<file path="config.mk">
export PLATFORM = sky130hd
export DESIGN_NAME = ariane_irq_cond
export DESIGN_NICKNAME = d
export VERILOG_FILES = /design/src/rtl/ariane_irq_cond.sv
export SDC_FILE = /design/constraint.sdc
export NUM_CORES = 1
export LEC_CHECK = 0
export CORE_AREA = 2 2 39 41
export CTS_BUF_LIST = sky130_fd_sc_hd__clkbuf_8 sky130_fd_sc_hd__clkbuf_16
export CTS_CLUSTER_DIAMETER = 40
export DETAILED_ROUTE_END_ITERATION = 6
export DIE_AREA = 0 0 41 43
export DONT_BUFFER_PORTS = 1
export PLACE_DENSITY = 0.43
export SLEW_MARGIN = 25
export SYNTH_ARGS = -nofsm -noshare
export SYNTH_HDL_FRONTEND = slang
export SYNTH_SLANG_ARGS = --single-unit
export TNS_END_PERCENT = 100
</file>
<file path="constraint.sdc">
create_clock -name clk_i -period 2.27 [get_ports clk_i]
set_input_delay 0.227 -clock clk_i [delete_from_list [all_inputs] [get_ports clk_i]]
set_output_delay 0.227 -clock clk_i [all_outputs]
set_load 0.1 [all_outputs]
</file>
<file path="src/rtl/ariane_irq_cond.sv">
// ariane_irq_cond: per-hart interrupt line conditioning.
// Each raw line is synchronized, optionally glitch-filtered, then either passed
// through as a level or captured as a sticky pending bit on its rising edge.
// Each line is gated by its enable before it reaches the core.
module ariane_irq_cond #(
    parameter int unsigned        NrHarts      = 1,
    parameter int unsigned        NrLines      = 5,
    parameter int unsigned        SyncStages   = 2,
    parameter int unsigned        FilterCycles = 0,
    parameter logic [NrLines-1:0] EdgeMask     = '0
) (
    input  logic                              clk_i,
    input  logic                              rst_i,
    input  logic [NrHarts-1:0][NrLines-1:0]   irq_i,
    input  logic [NrHarts-1:0][NrLines-1:0]   en_i,
    input  logic [NrHarts-1:0][NrLines-1:0]   clr_i,
    output logic [NrHarts-1:0][NrLines-1:0]   irq_o,
    output logic [NrHarts-1:0]                any_o
);

    for (genvar h = 0; h < NrHarts; h++) begin : g_hart
        for (genvar l = 0; l < NrLines; l++) begin : g_line
            logic [SyncStages-1:0] r_sync;
            logic                  w_sync;
            logic                  w_filt;
            logic                  w_lvl;

            // Synchronizer chain for the asynchronous raw line.
            always_ff @(posedge clk_i) begin
                if (rst_i) begin
                    r_sync <= '0;
                end else begin
                    r_sync <= {r_sync[SyncStages-2:0], irq_i[h][l]};
                end
            end

            assign w_sync = r_sync[SyncStages-1];

            if (FilterCycles == 0) begin : g_nofilt
                assign w_filt = w_sync;
            end else begin : g_filt
                localparam int unsigned    CntW    = $clog2(FilterCycles + 1);
                localparam logic [CntW-1:0] CntLast = CntW'(FilterCycles - 1);

                logic [CntW-1:0] r_cnt;
                logic            r_filt;

                // Glitch filter: adopt a new value only after it has differed
                // from the filtered value for FilterCycles consecutive cycles.
                always_ff @(posedge clk_i) begin
                    if (rst_i) begin
                        r_cnt  <= '0;
                        r_filt <= 1'b0;
                    end else if (w_sync == r_filt) begin
                        r_cnt <= '0;
                    end else if (r_cnt == CntLast) begin
                        r_filt <= w_sync;
                        r_cnt  <= '0;
                    end else begin
                        r_cnt <= r_cnt + CntW'(1);
                    end
                end

                assign w_filt = r_filt;
            end

            if (EdgeMask[l]) begin : g_edge
                logic r_filt_q;
                logic r_pend;
                logic w_rise;

                assign w_rise = w_filt & ~r_filt_q;

                // Sticky pending bit: a rising edge sets it and wins over a
                // simultaneous clear.
                always_ff @(posedge clk_i) begin
                    if (rst_i) begin
                        r_filt_q <= 1'b0;
                        r_pend   <= 1'b0;
                    end else begin
                        r_filt_q <= w_filt;
                        r_pend   <= w_rise | (r_pend & ~clr_i[h][l]);
                    end
                end

                assign w_lvl = r_pend;
            end else begin : g_level
                // Level lines have nothing to clear; the clear input is folded in
                // as a don't-care so the port stays referenced.
                assign w_lvl = w_filt & (clr_i[h][l] | 1'b1);
            end

            assign irq_o[h][l] = w_lvl & en_i[h][l];
        end

        assign any_o[h] = |irq_o[h];
    end

endmodule

</file>
==> metrics.log <==
[metrics] Clk pin slew, worst setup/hold paths: 40 ps
[metrics] Worst Skew: between 2 and 2.5 ps
[metrics] largest registers: g_hart.g_line.r_sync (10)
[metrics] Post-CTS Hold Fix Bufs: 0
[metrics] number of failing setup endpoints in the final timing report: 0
[metrics] starting density of the core: 0.2288
[metrics] sequential element share of the synthesized area: 0.6324
[metrics] CP required: around 2000 ps
[metrics] status: completed
[metrics] average routed wire per standard cell: approximately 8.3 µm
[metrics] area of the core: 1384 µm²
[metrics] number of antenna violations at the first check in global routing: 0
[metrics] xor/xnor share of the synthesized area: 0
[metrics] vias: 182
[metrics] Post-Place Cell Area: ~370 µm²
[metrics] cell type with the largest total area after synthesis: sky130_fd_sc_hd__dfxtp_1
[metrics] unique cell type count in the Yosys netlist: 6
[metrics] overall power: between 0.0004 and 0.0005 W
[metrics] portion of synthesized cell area occupied by the leading cell type: 0.6324
[metrics] width of the die: 41 µm
[metrics] Max-Cap Viols: 0
[metrics] global router's overall resource usage: 0.05972
[metrics] final routed wirelength across all metal layers: 417 µm
[metrics] hold violation total from the final report: 0
[metrics] endpoint class of the critical path: primary output
[metrics] Cells after Synth: 27
[metrics] total I/O pin count: 23
[metrics] die extent in y: roughly 43 µm
[metrics] maximum level of the CTS H-tree: 1
[metrics] top layer reached by signal wires: met3
[metrics] post-synthesis cell area: roughly 320 µm²
[metrics] maximum cell stage delay along the critical path: 750 ps
[metrics] number of antenna-violating nets in the routed design: 0
[metrics] reported leakage power: approximately 0.17 nW
[metrics] kind of launch point of the worst setup path: flop
[metrics] cell type of the slowest stage on the worst timing path: sky130_fd_sc_hd__or4_4
[metrics] Largest Register: g_hart.g_line.r_sync
[metrics] global placer's final weighted congestion: 0.5748
[metrics] GRT Residual Overflow: 0
[metrics] CP Cell Sequence: and2_4, or4_4
[metrics] mean instance size in the synthesized netlist: 11.72 µm²
[metrics] Worst IR Drop VDD: about 0.00045 V
[metrics] simple-gate portion of the synthesized area: 0.3399
[metrics] root buffer cell: sky130_fd_sc_hd__clkbuf_8
[metrics] warning count from the yosys run: 0
[metrics] max_slew headroom: 0.8020
[metrics] kind of critical path: flop to primary output
[metrics] deepest clock path buffer count: 2
[metrics] flip-flop count of the largest register, all copies and words added: 10
[metrics] Post-Route M1 WL: 170 µm
[metrics] post-CTS setup buffers: 0
[metrics] number of gates resized after cts: 0
[metrics] layout filler cell count: between 100 and 150
[metrics] maximum fanout encountered on the critical timing path: 2
[metrics] fraction of the mapped netlist area in compound gates: 0.02767
[metrics] number of global-route vias before repair: around 170
[metrics] number of nets in the final layout: 53
[metrics] largest net degree at the start of global routing: 11
[metrics] Final Cycle Share: 0.7698
[metrics] Non-Filler Cell Area, Final: around 410 µm²
[metrics] mux contribution to synthesized area: 0
[metrics] met3 layer wire length in the routed design: approximately 110 µm
[metrics] Clock Latency Late Sink: around 230 ps
[metrics] total negative slack: 0 ps
[metrics] total buffers and inverters traversed by the critical path: 0
[metrics] number of input and output port buffers inserted: 0
[metrics] DR iter-0 viols: 1
[metrics] die outline area: ~1800 µm²
[metrics] clock period minus final worst setup slack: 1747 ps
[metrics] post-synthesis register bit count: 10
[metrics] met2 routed WL: 139 µm
[metrics] vias per cell: ~3.6
[metrics] DRT Pass-1 Iters: 3
[metrics] Final Slew Violations: 0
[metrics] path category of the worst min-delay check: input port to flop
[metrics] global-route wire length before repair: between 600 and 700 µm
[metrics] TritonCTS clock tree: yes
[metrics] Rows: 14
[metrics] Mapped Nets: 44
[metrics] fraction of final layout cells sized beyond drive strength 1: 0.2647
[metrics] worst-margin pin slew: between 200 and 300 ps
[metrics] Layout Area Growth over Synthesis: 28.85%
[metrics] DRC violations left: 0
[metrics] clock net sink count: 10
[metrics] dominant combinational cell family by area after synthesis: simple AND/OR/NAND/NOR gates
[metrics] Power Dens Cells: just under 1000 nW/µm²
[metrics] leading cell types in the layout, fill and taps excluded: sky130_fd_sc_hd__nor2b_1, sky130_fd_sc_hd__dfxtp_1, sky130_fd_sc_hd__and2_1, sky130_fd_sc_hd__buf_4, sky130_fd_sc_hd__clkbuf_8
[metrics] unrepaired setup endpoints after global routing: no
[metrics] Worst Hold Margin: 64.53 ps
[metrics] data arrival time of the critical path: about 1500 ps
[metrics] top cells by area, synth: sky130_fd_sc_hd__dfxtp_1, sky130_fd_sc_hd__nor2b_1, sky130_fd_sc_hd__and2_1
[metrics] adder and majority gate portion of the synthesized area: 0
[metrics] clock buffers created by TritonCTS: 3
[metrics] ANT cells: 0
[metrics] delay-heaviest family, CP: simple AND/OR/NAND/NOR gates
[metrics] Max Clock Freq: 572.3 MHz
-- layout make-up --
cell class	instances	area [µm²]	share of cell area
clock buffers	3	41.29	0.1012
repair buffers	4	30.03	0.07362
multi-input cells	17	116.4	0.2853
flip-flops and latches	10	200.2	0.4908
well taps	16	20.02	0.04908
-- worst paths after layout --
path                                               startpoint                       endpoint  slack [ps]  cells past startpoint
worst max-delay path            g_hart[0].g_line[2].r_sync[1]                          any_o         520                      2
worst min-delay path                                    rst_i  g_hart[0].g_line[0].r_sync[1]          60                      1
worst max register to register  g_hart[0].g_line[1].r_sync[0]  g_hart[0].g_line[1].r_sync[1]        1770                      1
worst min register to register  g_hart[0].g_line[0].r_sync[0]  g_hart[0].g_line[0].r_sync[1]         430                      1
-- per-stage QoR --
stage          utilization  instances  setup WS (ps)
2_1_floorplan            -         27          449.1
3_3_place_gp        0.2649         47          765.8
3_5_place_dp        0.2649         47          760.5
4_1_cts             0.2948         50          513.4
5_1_grt             0.2948         50          491.6
6_report            0.2948         50          522.5
-- cell usage after synthesis, drive strengths merged --
master and n:
dfxtp 10, nor2b 10, and2 5, a22o 1
or4 1
-- cells by family after synthesis --
kind of cell / count (synthesis)
AOI/OAI and AO/OA: 1
DFF: 10
and+or+nand+nor: 16
-- power breakdown --
group / total [W] / switching (W) / internal, W / leakage (nW)
Sequential: 0.000186 / 0.00000172 / 0.000185 / 0.0828
Combinational: 0.0000456 / 0.0000342 / 0.0000114 / 0.0682
Clock: 0.000170 / 0.0000553 / 0.000115 / 0.0216
Total: 0.000402 / 0.0000912 / 0.000311 / 0.173
-- routing by layer --
layer,track usage,vias to the layer above
met5,0,-
li1,-,99
met1,0.05941,63
met2,0.05938,20
met4,0.06000,0
met3,0.06806,0
No activity file was read; power rests on OpenSTA's default activity.
